[src/rtl/acq_pkg.sv]
// Shared definitions for the acquisition buffer reader.
// Holds the frame marker/channel ID bytes, the default buffer geometry,
// the reader FSM encoding and the count saturation helper.
package acq_pkg;

  localparam int DEPTH_DEF  = 1024;
  localparam int IDX_W_DEF  = 10;
  localparam int DATA_W_DEF = 14;

  localparam logic [7:0] SOF_BYTE = 8'hA5;
  localparam logic [7:0] CHID_A   = 8'h0A;
  localparam logic [7:0] CHID_B   = 8'h0B;

  typedef enum logic [3:0] {
    ST_IDLE,
    ST_HDR,
    ST_CHID,
    ST_CNT_H,
    ST_CNT_L,
    ST_FETCH,
    ST_WAIT,
    ST_DATA_H,
    ST_DATA_L,
    ST_CSUM,
    ST_ACK
  } state_t;

  // Clamp a reported sample count to the physical buffer depth.
  function automatic logic [10:0] sat_count(input logic [10:0] cnt,
                                            input logic [10:0] lim);
    return (cnt > lim) ? lim : cnt;
  endfunction

endpackage

[src/rtl/acq_byte_tx.sv]
// Single-entry byte holding register toward the host link.
// A loaded byte is presented with o_valid until the sink accepts it; the
// byte and valid are frozen while the sink stalls.
// Ports:
//   clk, reset      - clock, synchronous active-high reset
//   i_load, i_byte  - load a new byte (only when empty or being accepted)
//   i_ready         - sink ready
//   o_valid, o_data - byte stream toward the sink
//   o_xfer          - this cycle completes a transfer
module acq_byte_tx (
  input  logic       clk,
  input  logic       reset,
  input  logic       i_load,
  input  logic [7:0] i_byte,
  input  logic       i_ready,
  output logic       o_valid,
  output logic [7:0] o_data,
  output logic       o_xfer
);

  logic       r_valid;
  logic [7:0] r_data;

  always_ff @(posedge clk) begin
    if (reset) begin
      r_valid <= 1'b0;
      r_data  <= 8'h00;
    end else if (i_load) begin
      r_valid <= 1'b1;
      r_data  <= i_byte;
    end else if (r_valid && i_ready) begin
      r_valid <= 1'b0;
    end
  end

  assign o_valid = r_valid;
  assign o_data  = r_data;
  assign o_xfer  = r_valid & i_ready;

endmodule

[src/rtl/acq_buffer_reader.sv]
// Reads captured sample buffers of channels A/B and streams each one to the
// host as a checksummed byte frame, then acknowledges the buffer.
//
// state   | meaning
// --------+-----------------------------------------------------------
// IDLE    | waiting for a ready buffer; picks channel round-robin
// HDR     | presenting 0xA5
// CHID    | presenting channel ID
// CNT_H   | presenting count[10:8]
// CNT_L   | presenting count[7:0]
// FETCH   | read_index driven with the sample counter
// WAIT    | buffer read latency; sample latched at end of this cycle
// DATA_H  | presenting {2'b00, sample[13:8]}
// DATA_L  | presenting sample[7:0]
// CSUM    | presenting XOR checksum
// ACK     | one-cycle ack pulse for the served channel
//
// Ports:
//   clk, reset                       - clock, synchronous active-high reset
//   buffer_ready_A/B, count_A/B      - buffer status from the samplers
//   read_index, sampled_data_A/B     - shared buffer read port (1-cycle latency)
//   tx_data, tx_valid, tx_ready      - byte stream toward the host link
//   ack_A/B                          - buffer consumed pulse
//   busy                             - frame in progress
module acq_buffer_reader
  import acq_pkg::*;
#(
  parameter int DEPTH  = DEPTH_DEF,
  parameter int IDX_W  = IDX_W_DEF,
  parameter int DATA_W = DATA_W_DEF
) (
  input  logic              clk,
  input  logic              reset,
  input  logic              buffer_ready_A,
  input  logic              buffer_ready_B,
  input  logic [10:0]       count_A,
  input  logic [10:0]       count_B,
  output logic [IDX_W-1:0]  read_index,
  input  logic [DATA_W-1:0] sampled_data_A,
  input  logic [DATA_W-1:0] sampled_data_B,
  output logic [7:0]        tx_data,
  output logic              tx_valid,
  input  logic              tx_ready,
  output logic              ack_A,
  output logic              ack_B,
  output logic              busy
);

  state_t            r_state;
  state_t            w_next;
  logic              r_sel_b;
  logic              r_rr_b;
  logic [10:0]       r_count;
  logic [IDX_W-1:0]  r_smp;
  logic [7:0]        r_csum;
  logic [7:0]        r_lo;

  logic              w_xfer;
  logic              w_load;
  logic [7:0]        w_byte;
  logic              w_pick_b;
  logic              w_last;
  logic [DATA_W-1:0] w_sample;

  // B wins only if A is absent or A was served last.
  assign w_pick_b = buffer_ready_B & (~buffer_ready_A | r_rr_b);
  assign w_last   = (11'(r_smp) == (r_count - 11'd1));
  assign w_sample = r_sel_b ? sampled_data_B : sampled_data_A;

  always_ff @(posedge clk) begin
    if (reset) r_state <= ST_IDLE;
    else       r_state <= w_next;
  end

  always_comb begin
    w_next = r_state;
    case (r_state)
      ST_IDLE:   if (buffer_ready_A || buffer_ready_B) w_next = ST_HDR;
      ST_HDR:    if (w_xfer) w_next = ST_CHID;
      ST_CHID:   if (w_xfer) w_next = ST_CNT_H;
      ST_CNT_H:  if (w_xfer) w_next = ST_CNT_L;
      ST_CNT_L:  if (w_xfer) w_next = (r_count == 11'd0) ? ST_CSUM : ST_FETCH;
      ST_FETCH:  w_next = ST_WAIT;
      ST_WAIT:   w_next = ST_DATA_H;
      ST_DATA_H: if (w_xfer) w_next = ST_DATA_L;
      ST_DATA_L: if (w_xfer) w_next = w_last ? ST_CSUM : ST_FETCH;
      ST_CSUM:   if (w_xfer) w_next = ST_ACK;
      ST_ACK:    w_next = ST_IDLE;
      default:   w_next = ST_IDLE;
    endcase
  end

  // Each byte state's byte is loaded on the edge that enters it, so it is
  // already valid during the state and a full-rate sink costs 1 cycle/byte.
  always_comb begin
    w_load = 1'b0;
    w_byte = 8'h00;
    busy   = (r_state != ST_IDLE);
    ack_A  = (r_state == ST_ACK) & ~r_sel_b;
    ack_B  = (r_state == ST_ACK) &  r_sel_b;
    if (w_next != r_state) begin
      case (w_next)
        ST_HDR:    begin w_load = 1'b1; w_byte = SOF_BYTE; end
        ST_CHID:   begin w_load = 1'b1; w_byte = r_sel_b ? CHID_B : CHID_A; end
        ST_CNT_H:  begin w_load = 1'b1; w_byte = {5'd0, r_count[10:8]}; end
        ST_CNT_L:  begin w_load = 1'b1; w_byte = r_count[7:0]; end
        ST_DATA_H: begin w_load = 1'b1; w_byte = {2'b00, w_sample[13:8]}; end
        ST_DATA_L: begin w_load = 1'b1; w_byte = r_lo; end
        ST_CSUM:   begin w_load = 1'b1; w_byte = r_csum; end
        default:   ;
      endcase
    end
  end

  always_ff @(posedge clk) begin
    if (reset) begin
      r_sel_b <= 1'b0;
      r_rr_b  <= 1'b0;
      r_count <= 11'd0;
      r_smp   <= '0;
      r_csum  <= 8'h00;
      r_lo    <= 8'h00;
    end else begin
      if (r_state == ST_IDLE && w_next == ST_HDR) begin
        r_sel_b <= w_pick_b;
        r_rr_b  <= ~w_pick_b;
        r_count <= sat_count(w_pick_b ? count_B : count_A, 11'(DEPTH));
      end
      if (r_state == ST_WAIT) r_lo <= w_sample[7:0];
      if (r_state == ST_DATA_L && w_xfer && !w_last) r_smp <= r_smp + IDX_W'(1);
      // Counter parks at 0 between frames so an empty frame never moves read_index.
      if (r_state == ST_ACK) r_smp <= '0;
      if (r_state == ST_IDLE) r_csum <= 8'h00;
      else if (w_load && w_next != ST_CSUM) r_csum <= r_csum ^ w_byte;
    end
  end

  assign read_index = r_smp;

  acq_byte_tx u_tx (
    .clk     (clk),
    .reset   (reset),
    .i_load  (w_load),
    .i_byte  (w_byte),
    .i_ready (tx_ready),
    .o_valid (tx_valid),
    .o_data  (tx_data),
    .o_xfer  (w_xfer)
  );

endmodule
[config.mk]
export PLATFORM = sky130hd
export DESIGN_NAME = acq_buffer_reader
export DESIGN_NICKNAME = d
export VERILOG_FILES = /design/src/rtl/acq_pkg.sv /design/src/rtl/acq_byte_tx.sv /design/src/rtl/acq_buffer_reader.sv
export SDC_FILE = /design/constraint.sdc
export NUM_CORES = 1
export LEC_CHECK = 0
export BUFFER_PORTS_ARGS = -buffer_cell sky130_fd_sc_hd__clkbuf_2
export CORE_ASPECT_RATIO = 1.5
export CORE_MARGIN = 1
export CORE_UTILIZATION = 45
export DETAILED_ROUTE_END_ITERATION = 10
export GPL_ROUTABILITY_DRIVEN = 0
export PLACE_DENSITY_LB_ADDON = 0.05
export SKIP_CTS_REPAIR_TIMING = 1
export SLEW_MARGIN = 30
export SYNTH_ARGS = -nofsm -noshare
export SYNTH_HDL_FRONTEND = slang
export SYNTH_SLANG_ARGS = --single-unit
[constraint.sdc]
create_clock -name clk -period 3.5 [get_ports clk]
set_input_delay 0.875 -clock clk [delete_from_list [all_inputs] [get_ports clk]]
set_output_delay 0.875 -clock clk [all_outputs]
set_load 0.005 [all_outputs]
==> flow_summary.yaml <==
floorplanning:
  ioPinCount: 77
  core_um2: 7270
  dieArea_um2: 7930
  die_w_um: 73.1
  initial_core_util: 0.469
  die_h_um: 109
  row_count: 38
setup_path:
  crit_type: "flop to flop"
  crit_start: "r_count[0]"
  cpMaxStageDelayCell: "or4_1"
  max_stage_delay_ns: 0.59
  r2r_start: "r_count[0]"
  arrival_ns: 3.53
  cpMostUsedCell: "or4_1"
  cp-start-kind: "flop"
  critPathBufInv: 2
  crit_family: "simple AND/OR/NAND/NOR gates"
  end_kind: "flop"
  worstPathCellList: "buf_4 > or4_1 > or4_1 > nor3b_1 > o31ai_2 > o21a_1 > o31a_4 > a21oi_4 > buf_12 > a21oi_1 > a31o_1"
  crit_required_ns: 3.72
  crit_fanout: 8
min_path:
  min_from: "r_csum[6]"
  hp-class: "flop to flop"
job:
  cap_violations: 0
grt:
  grt_antenna_before_repair: 0
  first_global_vias: 3287
  grt_overflow: 0
  grt_usage: 0.256
  grt_pass1_wl_um: 15500
  grt_max_degree: 31
route:
  drtAntennaViolNets: 0
  routed_wl_um: 9480
  drt_iter0_markers: 215
  drtPass1Iterations: 4
  avgViaCountPerCell: 5.65
  vias: 3342
  wl_per_cell_um: 16.0
  drc: 0
cts:
  cts_root_buf: "clkbuf_8"
  clkTransAtPathRegs_ns: 0.10
  clock-sinks: 52
  clockBufferDepth: 2
  worstSkewPairLatency_ns: 0.32
  cts_tree: "yes"
  htree_levels: 2
  cts_inserted_buffers: 5
placement:
  placedInstanceArea_um2: 3950
  hpwl_um: 7380
  portBuffers: 76
yosys:
  synthCells: 414
  synth.distinct_cells: 74
  async_flop_share: 0
  synth_fp_nets: 471
  ys_seq_area_frac: 0.305
  syn_avg_cell_area_um2: 8.23
  synth.cell_area_um2: 3410
  synth-main-ff-cell: "dfxtp_1"
  synth_edf_count: 0
  synth_seq_cells: 52
  ys_warn_count: 0
sta:
  fmax_mhz: 302
  finalSetupTns_ns: 0
  hold_viol: 0
  drv_slew: 0
  clock_skew_ns: 0.00786
  finalCritPeriodShare: 0.946
  worst_hold_slack_ns: 0.483
  max_slew_margin: 0.485
  fin_crit_ns: 3.31
  worst_pin_slew_ns: 0.771
  rsz0062_at_grt: "false"
  setup_violations: 0
outcome:
  outcome: "finished clean"
layout:
  fin_util: 0.559
  final_area_um2: 4070
  layout-drive-gt1-share: 0.277
  diodes: 0
  nets: 548
  syn2layout_area_growth_pct: 19.3
power_and_ir_drop:
  p_per_area_nw_per_um2: 354
  power.internal_mw: 0.963
  vdd_drop_max_v: 0.000272
  p_sw_frac: 0.330
  comb_power_share: 0.310
  pwr-share-clk: 0.234
  p_sw_mw: 0.476
  seqPwrFrac: 0.456
  p_total_mw: 1.44
  leakage_nw: 1.68
[state kept, by name, summed over array words and instances, names as in the netlist]
name,flops
u_tx.o_data,8
u_tx.o_valid,1
read_index,10
r_sel_b,1
r_lo,8
r_rr_b,1
r_count,11
r_state,4
r_csum,8
[cell usage after synthesis, drive strengths merged, types with 5 or more instances]
cell type	n	area, um^2
buf	7	58.8
a211oi	10	85.1
or3	6	38.8
a31o	6	52.6
nor3	21	105
nand2	26	97.6
mux2i	34	340
nand3	9	50.1
or4	7	56.3
inv	7	26.3
dfxtp	52	1040
nand2b	5	31.3
xnor2	11	96.3
o21ai	10	50.1
nor4	5	31.3
clkbuf	21	80.1
nor2	63	241
a21oi	28	163
mux2	5	56.3
xor2	9	78.8
[per-layer routing]
| layer | part of all wire | vias to the layer above | track usage |
|---|---|---|---|
| met2 | 0.53 | 81 | 0.476 |
| met5 | 0 | - | 0 |
| li1 | - | 1667 | - |
| met4 | 0.034 | 0 | 0.122 |
| met1 | 0.40 | 1571 | 0.276 |
| met3 | 0.035 | 23 | 0.0391 |
[per-stage QoR]
step,instances,setup slack (ns)
floorplan,414,0.147
global placement,583,0.111
detailed placement,583,0.0533
CTS,590,0.00700
global route,591,0.0329
finish,591,0.189
[layout make-up]
class / count / area [um^2]
Timing Repair Buffer: 98 / 571
Tap cell: 100 / 125
Fill cell: 731 / 3210
Inverter: 7 / 26.3
Sequential cell: 52 / 1040
Multi-Input combinational cell: 327 / 2220
Clock buffer: 5 / 68.8
Clock inverter: 2 / 12.5
[cells in the final DEF, fill, tap and decap left out, types with 7 or more instances in the layout]
master and n:
clkbuf_2 76, nor2_1 60, dfxtp_1 52, mux2i_1 34, nand2_1 26, a21oi_1 25
nor3_1 21, buf_4 20, xnor2_1 11, xor2_1 9, nand3_1 8, a211oi_1 8
inv_1 7, o21ai_0 7
[tightest hold or removal path, stage by stage (launching register included)]
cell	delay (ns)
dfxtp_1	0.33
nand2_1	0.06
mux2i_1	0.06
[power by group through the flow]
stage	logic, mW	registers [mW]	clock network, mW
6_report	0.446	0.656	0.336
4_1_cts	0.434	0.656	0.347
5_1_grt	0.489	0.662	0.375
2_1_floorplan	0.305	0.656	0
3_5_place_dp	0.432	0.669	0
3_3_place_gp	0.425	0.669	0
[cell families after synthesis]
family / count (synthesis) / synth area share
multiplexers: 39 / 0.116
AND/OR/NAND/NOR: 170 / 0.253
buffers and inverters: 35 / 0.0485
XOR/XNOR: 20 / 0.0514
AO/OA/AOI/OAI: 95 / 0.215
adder cells (fa/ha/maj): 3 / 0.0103
flip-flops: 52 / 0.305
[worst paths after layout]
kind	end	slack, ns	cells past startpoint
worst max-delay path	r_csum[5]	0.19	11
worst max register to register	r_csum[5]	0.19	11
worst min register to register	r_csum[6]	0.48	2
worst min-delay path	r_csum[6]	0.48	2
(Power assumes the default switching activity.)
